`config.mk`:
```
export PLATFORM = sky130hd
export DESIGN_NAME = fetch_stage
export DESIGN_NICKNAME = d
export VERILOG_FILES = /design/src/rtl/fetch_stage.sv
export SDC_FILE = /design/constraint.sdc
export NUM_CORES = 1
export LEC_CHECK = 0
export CELL_PAD_IN_SITES_DETAIL_PLACEMENT = 0
export CELL_PAD_IN_SITES_GLOBAL_PLACEMENT = 2
export CORE_ASPECT_RATIO = 1.5
export CORE_MARGIN = 3
export CORE_UTILIZATION = 27
export CTS_CLUSTER_DIAMETER = 60
export DETAILED_ROUTE_END_ITERATION = 12
export PLACE_DENSITY_LB_ADDON = 0.05
export SYNTH_ARGS = -nofsm -noshare
export SYNTH_HDL_FRONTEND = slang
export SYNTH_SLANG_ARGS = --single-unit
```
`constraint.sdc`:
```
create_clock -name clk -period 4.05 [get_ports clk]
set_input_delay 0.405 -clock clk [delete_from_list [all_inputs] [get_ports clk]]
set_output_delay 0.405 -clock clk [all_outputs]
set_load 0.01 [all_outputs]
```
`src/rtl/fetch_stage.sv`:
```
// fetch_stage: instruction-fetch stage of the five-stage MIPS pipeline.
// Holds the PC, drives the instruction-memory word address, range-checks the
// fetch address and registers the fetched word into the F/D pipeline register.
//
// Pipeline control: stall and flush are level signals sampled at the rising
// edge. stall=1 holds every register (flush ignored that cycle); stall=0 with
// flush=1 advances the PC and loads a bubble into F/D; stall=0 with flush=0
// advances the PC and loads the fetched instruction. reset overrides both.
module fetch_stage #(
    parameter logic [31:0] PC_INIT = 32'h0000_3000,
    parameter logic [31:0] IM_BASE = 32'h0000_3000,
    parameter int          IM_AW   = 12
) (
    input  logic             clk,
    input  logic             reset,
    input  logic             stall,
    input  logic             flush,
    input  logic [31:0]      npc,
    input  logic [31:0]      im_rdata,
    output logic [31:0]      F_pc,
    output logic [IM_AW-1:0] im_addr,
    output logic [31:0]      D_instr,
    output logic [31:0]      D_pc,
    output logic [31:0]      D_pc8,
    output logic             D_valid,
    output logic             D_exc
);

    // One past the last legal byte address; 33 bits so it cannot wrap.
    localparam logic [32:0] IM_END = {1'b0, IM_BASE} + (33'd4 << IM_AW);

    logic              f_err;
    logic [IM_AW+1:0]  im_offset;
    logic [31:0]       fetched;

    // Fetch-address check and memory word index, both combinational on F_pc.
    // Only the low IM_AW+2 bits of the offset matter, and subtraction mod
    // 2^(IM_AW+2) yields the same bits as the full 32-bit subtraction.
    always_comb begin
        f_err     = (F_pc[1:0] != 2'b00)
                  | ({1'b0, F_pc} <  {1'b0, IM_BASE})
                  | ({1'b0, F_pc} >= IM_END);
        im_offset = F_pc[IM_AW+1:0] - IM_BASE[IM_AW+1:0];
        im_addr   = im_offset[IM_AW+1:2];
        fetched   = f_err ? 32'h0000_0000 : im_rdata;
    end

    // PC register and F/D pipeline register: reset > stall > flush > normal.
    always_ff @(posedge clk) begin
        if (reset) begin
            F_pc    <= PC_INIT;
            D_instr <= 32'h0000_0000;
            D_pc    <= 32'h0000_0000;
            D_pc8   <= 32'h0000_0000;
            D_valid <= 1'b0;
            D_exc   <= 1'b0;
        end else if (!stall) begin
            F_pc <= npc;
            D_pc <= F_pc;
            if (flush) begin
                D_instr <= 32'h0000_0000;
                D_pc8   <= 32'h0000_0000;
                D_valid <= 1'b0;
                D_exc   <= 1'b0;
            end else begin
                D_instr <= fetched;
                D_pc8   <= F_pc + 32'd8;
                D_valid <= 1'b1;
                D_exc   <= f_err;
            end
        end
    end

endmodule
```
After elaboration in Yosys (flattened, before gate mapping)
Index checks and enable logic that the tools add are counted. Widths: inputs -> output; s select.

$add $sub $neg: 2. Order comparisons: 2. Muxes and demuxes: 5. Bitwise logic cells: 2. Reductions and logical operators: 1.

Operators with widths (number): $mux 32 (3); $add 32x4->32 const B (1); $ge 32x15->1 const B (1); $lt 32x14->1 const B (1); $sub 14x14->14 const B (1); $mux 1 (2); $or 1x1->1 (2); $reduce_bool 2->1 (1).

Register bits after elaboration: 130. Input bits: 68. Output and inout bits: 142. Logic and storage cells: 18.

Longest topological paths before layout
Gate-level depths: netlist of run 1.

Depth after elaboration: 5. Gate-level depth with buffers: 7.

Worst setup path after synthesis of run 1
No wires, ideal clock.

Path kind: reg-to-reg. Start point: register F_pc[12]. End point: register D_pc8[30]. Arrival: 1.965 ns. Setup slack: 1.963 ns. Stages on the path, launching flop included: 7. Path buffers: 1. Period minus slack after synthesis: 2.087 ns. Cell sequence: dfxtp_1 > ha_1 > nand4_1 > or4_1 > buf_2 > o311a_1 > a221o_1.

Cells in the longest elaborated chain, start to end: 2.

RTL lines: from (decl) (line 20) `output logic [31:0] F_pc,`; from (signal assigned) (line 58) `F_pc <= npc;`; $add 32x4->32 (line 67) `D_pc8 <= F_pc + 32'd8;`; $mux 32 (line 60) `if (flush) begin`; to (signal assigned) (line 67); to (decl) (line 24) `output logic [31:0] D_pc8,`.

No other way between the ends. A chain may end at the register's enable or synchronous reset.

Worst setup path in the final report of run 1
Start point: register F_pc[12]. End point: register D_exc.

Cells in the longest elaborated chain, start to end: 4.

RTL lines: $lt 32x14->1 (line 41) `| ({1'b0, F_pc} < {1'b0, IM_BASE})`; $or 1x1->1 (line 41); $or 1x1->1 (*) (line 42) `| ({1'b0, F_pc} >= IM_END);`; $mux 1 (*) (line 60); to (signal assigned) (line 69) `D_exc <= f_err;`; to (decl) (line 26) `output logic D_exc`.

Mark *: on every way between the ends. The rest lies on a longest branch, timed or not.

==> impl_metrics.toml, run 1 <==
[synthesis]
synthArstFlopShare = 0
yosys-top-cells-area = "dfxtp_1, mux2i_1, nor2_1"
synth_top_area_cell = "dfxtp_1"
ys.flop_type = "dfxtp_1"
synth_edf_count = 0
netlist_instances = 592
synth_area_per_cell_um2 = 9.04
netlist.area_leader.share = 0.486
synth.distinct_cells = 42
netlist_area_um2 = 5350
synth-seq-cells = 130
seq_area_frac_synth = 0.486
synth_warnings = 0
syn_nets = 662

[worst_setup_path]
worst_ep_required_time_ps = 4360
cp_slowest_cell = "and4_1"
crit_path_end_kind = "flop"
worstPathMaxFanout = 33
crit_chain = "ha_1 -> xor2_1 -> and4_1 -> a21boi_0 -> o21ba_2"
path_buf_inv = 0
arrival_ps = 2890
critPathMaxStageDelay_ps = 1040
worstSetupPathType = "reg2reg"
critPathLaunchType = "flop"
crit_family = "simple AND/OR/NAND/NOR gates"

[power]
p_total_mw = 3.40
powerDensity_nw_per_um2 = 415
leakage_nw = 2.99
peakVddDrop_uv = 208

[sta]
worst_pin_slew_ps = 1230
final.min_clock_period_ps = 2580
setup_viol_count_final = 0
clock_skew_ps = 9.02
rsz0062_at_grt = "no"
slew_violations = 0
setup_tns_ps = 0
max_slew_margin = 0.179
fmaxAchievable_mhz = 387
timing.final.crit_share = 0.638
fin_ws_ps = 1470
finalHoldViolations = 0

[cells_and_area]
drive_gt1_frac = 0.0644
finalNetCount = 835
mostFrequentLayoutCell = "clkdlybuf4s50_1"
areaGrowthSynthToFinish_pct = 52.8
final_util = 0.423
fillCellCount = 1924
final_cell_mix = "clkdlybuf4s50_1, dfxtp_1, nor2_1, mux2i_1, nand2_1"

[clock_tree]
clk_pin_slew_ps = 60
cts_resized = 0
post_cts_buffers = 0
cts-htree-levels = 4
cts_tree = "yes"
clock_latency_ps = 410
cts_made_buffers = 17
cts_buffer_depth = 2
holdBufCountCts = 0
cts_root_buf = "clkbuf_16"
cts_sinks = 130

[global_routing]
antenna_found_initial = 0
grt_pass1_wl_mm = 28.3
grt_max_degree = 64
first_global_vias = 5039
track_usage = 0.168
grt.overflow.total = 0

[placed_design]
gp_congestion = 0.752
hpwl_mm = 12.6
pre_cts_slack_ps = 1440
place.port_buffers = 209

[floorplan]
core_um2 = 19300
die_area_um2 = 21600
fp.dieW_um = 121
ios = 210
start_util = 0.277
rows = 62
fp.dieH_um = 178

[detailed_routing]
vias = 4923
drt-initial-drc-count = 213
wl_per_cell_um = 17.5
drc = 0
detail-route-antenna-nets = 0
viasPerCell = 4.76
routed_wl_mm = 18.0
firstDrtPassIters = 4

[run]
max_cap_viol_count = 0

[status]
outcome = "complete, no violations"

[worst_hold_path]
hold_path.class = "in2reg"
## worst paths after layout
kind | endpoint | slack (ps) | startpoint | cells past startpoint
hold reg to reg | D_pc8[20]$_SDFFE_PP0N_ | 450 | D_pc8[20]$_SDFFE_PP0N_ | 2
hold / removal | D_instr[2]$_SDFFE_PP0N_ | 410 | stall | 3
setup reg to reg | D_exc$_SDFFE_PP0N_ | 1470 | F_pc[12]$_SDFFE_PP1N_ | 5
setup / recovery | D_exc$_SDFFE_PP0N_ | 1470 | F_pc[12]$_SDFFE_PP1N_ | 5
## synthesized netlist by cell type (2+ instances only)
cell / count
dfxtp_1: 130
nor2_1: 78
mux2i_1: 62
nand2_1: 56
a21oi_1: 40
nand4_1: 40
clkbuf_1: 39
nand3_1: 17
nor3_1: 11
or4_1: 11
buf_4: 10
o21ai_0: 9
xnor2_1: 9
buf_2: 7
o211ai_1: 7
a221o_1: 5
buf_1: 5
inv_1: 5
nor4_1: 5
o311a_1: 5
a22oi_1: 4
and4_1: 4
a211o_1: 3
nor2b_1: 3
nor3b_1: 3
xor2_1: 3
a22o_1: 2
ha_1: 2
o21a_1: 2
or3_1: 2
or3_2: 2
## metal layers
metal  vias up  GRT usage  share of wire
li1       2444          -              -
met1      2316      0.189           0.40
met2       147      0.292           0.51
met3        16     0.0584          0.073
met4         0     0.0577          0.015
met5         -          0              0
## sequential cells by signal (all words and copies together), names as in the netlist
name / count
D_pc: 32
D_exc: 1
D_instr: 32
F_pc: 32
D_pc8: 32
D_valid: 1
## report_power, final
part	switching, mW	total [mW]	leakage, nW	internal [mW]
sequential	0.0603	1.38	1.06	1.32
combinational	0.170	0.364	1.64	0.194
clock	0.590	1.65	0.298	1.06
## worst min-delay path, stage by stage
cell     delay (ps)
buf_6           190
nand2_1         100
a21oi_1          50
## through the flow
stage	cell area, um2	hold WS, ps	cells
finish	8180	412	1034
global route	8170	418	1033
global placement	7540	445	1002
CTS	8170	399	1033
floorplan	5350	482	592
detailed placement	7540	442	1002
## cell families (layout without fill, tap and decap cells)
group,count (synthesis),count (layout),synth area share
xor gates and xnor gates,12,12,0.0196
DFF,130,130,0.486
and+or+nand+nor,238,238,0.219
muxes,62,62,0.116
AOI/OAI and AO/OA,81,81,0.0975
buffers and inverters,67,252,0.0570
adders and majority gates,2,2,0.00467
other,0,1,0
## cell type report
| cell class | count | area (um2) | share of cell area |
|---|---|---|---|
| Antenna cell | 1 | 2.50 | 0.000306 |
| Clock buffer | 19 | 453 | 0.0554 |
| Clock inverter | 12 | 181 | 0.0222 |
| Inverter | 5 | 18.8 | 0.00230 |
| Multi-Input combinational cell | 395 | 2450 | 0.300 |
| Sequential cell | 130 | 2600 | 0.318 |
| Tap cell | 256 | 320 | 0.0392 |
| Timing Repair Buffer | 216 | 2140 | 0.262 |
No activity file was read; power rests on OpenSTA's default activity.
==> run 2: changes to the inputs <==
- CORE_UTILIZATION: 27 -> 22
- clock period: 4.05 -> 2.2 ns (I/O delays scaled with it)
==> impl_metrics.toml, run 2 (synthesized netlist as in run 1, its figures left out) <==
[power]
peakVddDrop_uv = 530
p_total_mw = 6.43
leakage_nw = 3.17
powerDensity_nw_per_um2 = 753

[status]
outcome = "complete, no violations"

[global_routing]
track_usage = 0.151
antenna_found_initial = 0
first_global_vias = 5187
grt_pass1_wl_mm = 30.8
grt_max_degree = 82
grt.overflow.total = 0

[worst_setup_path]
cp_slowest_cell = "or4_1"
path_buf_inv = 0
worst_ep_required_time_ps = 2510
crit_cells = 5
crit_family = "simple AND/OR/NAND/NOR gates"
crit_path_end_kind = "flop"
worstSetupPathType = "reg2reg"
critPathMaxStageDelay_ps = 640
worstPathMaxFanout = 8
arrival_ps = 2350
r2r_cells = 5
crit_chain = "ha_1 -> nand4_1 -> or4_1 -> o311a_1 -> a221o_1"
critPathLaunchType = "flop"

[sta]
final.min_clock_period_ps = 2040
clock_skew_ps = 11.8
setup_tns_ps = 0
slew_violations = 0
holdWs_ps = 149
max_slew_margin = 0.313
finalHoldViolations = 0
rsz0062_at_grt = "no"
timing.final.crit_share = 0.926
worst_pin_slew_ps = 1030
fmaxAchievable_mhz = 491
setup_viol_count_final = 0

[floorplan]
fp.dieW_um = 133
rows = 69
die_area_um2 = 26300
ios = 210
fp.dieH_um = 197
start_util = 0.225
core_um2 = 23800

[clock_tree]
cts_made_buffers = 17
cts_tree = "yes"
clock_latency_ps = 420
post_cts_buffers = 0
holdBufCountCts = 0
cts-htree-levels = 4
clk_pin_slew_ps = 60
cts_resized = 0
cts_root_buf = "clkbuf_16"
cts_buffer_depth = 2
cts_sinks = 130

[detailed_routing]
viasPerCell = 4.50
vias = 5076
firstDrtPassIters = 4
routed_wl_mm = 19.8
detail-route-antenna-nets = 0
drt-initial-drc-count = 245
wl_per_cell_um = 17.6
drc = 0

[cells_and_area]
insertedDiodeCount = 0
areaGrowthSynthToFinish_pct = 59.4
mostFrequentLayoutCell = "clkdlybuf4s50_1"
drive_gt1_frac = 0.0965
finalNetCount = 865
final_cell_mix = "clkdlybuf4s50_1, dfxtp_1, nor2_1, mux2i_1, nand2_1"

[placed_design]
gp_congestion = 0.741
hpwl_mm = 14.2
place.port_buffers = 209

[worst_hold_path]
hold-path-cell-count = 3
hold_path.class = "in2reg"

[run]
max_cap_viol_count = 0
[run 2: final timing paths]
path | from | slack [ps] | to
worst max-delay path | F_pc[12]$_SDFFE_PP1N_ | 160 | D_pc8[30]$_SDFFE_PP0N_
worst min-delay path | stall | 150 | D_pc8[2]$_SDFFE_PP0N_
worst max register to register | F_pc[12]$_SDFFE_PP1N_ | 160 | D_pc8[30]$_SDFFE_PP0N_
worst min register to register | D_pc8[15]$_SDFFE_PP0N_ | 460 | D_pc8[15]$_SDFFE_PP0N_
[run 2: worst register-to-register path, delay by kind of cell (launching register included)]
family,cells,cell delay (ps)
adders and majority gates,1,220
DFF,1,330
and+or+nand+nor,2,780
AOI/OAI and AO/OA,2,600
[run 2: metrics by stage]
step / cell area, um2 / util / cells / worst slack [ps]
final: 8530 / 0.358 / 1127 / 164
after global routing: 8530 / 0.358 / 1127 / 39.4
after global placement: 7890 / 0.331 / 1095 / 200
after detailed placement: 7890 / 0.331 / 1095 / 153
after CTS: 8530 / 0.358 / 1127 / 151
after floorplan: 5350 / - / 592 / 113
[run 2: report_power, final]
| part | total (mW) | switching [mW] | internal (mW) |
|---|---|---|---|
| clock network | 3.14 | 1.07 | 2.07 |
| registers | 2.50 | 0.0661 | 2.43 |
| logic | 0.790 | 0.383 | 0.407 |
| total | 6.43 | 1.52 | 4.90 |
[run 2: area by class of cell]
type / instances / area [um2]
clock inverters: 10 / 180
clock buffers: 22 / 464
flip-flops and latches: 130 / 2600
well taps: 319 / 399
fillers: 2500 / 15300
inverters: 5 / 18.8
repair buffers: 246 / 2410
multi-input cells: 395 / 2460
[run 2: routing by layer]
| layer | GRT usage | share of wire |
|---|---|---|
| met5 | 0 | 0 |
| met4 | 0.0484 | 0.011 |
| met3 | 0.0607 | 0.079 |
| met2 | 0.265 | 0.51 |
| met1 | 0.168 | 0.40 |
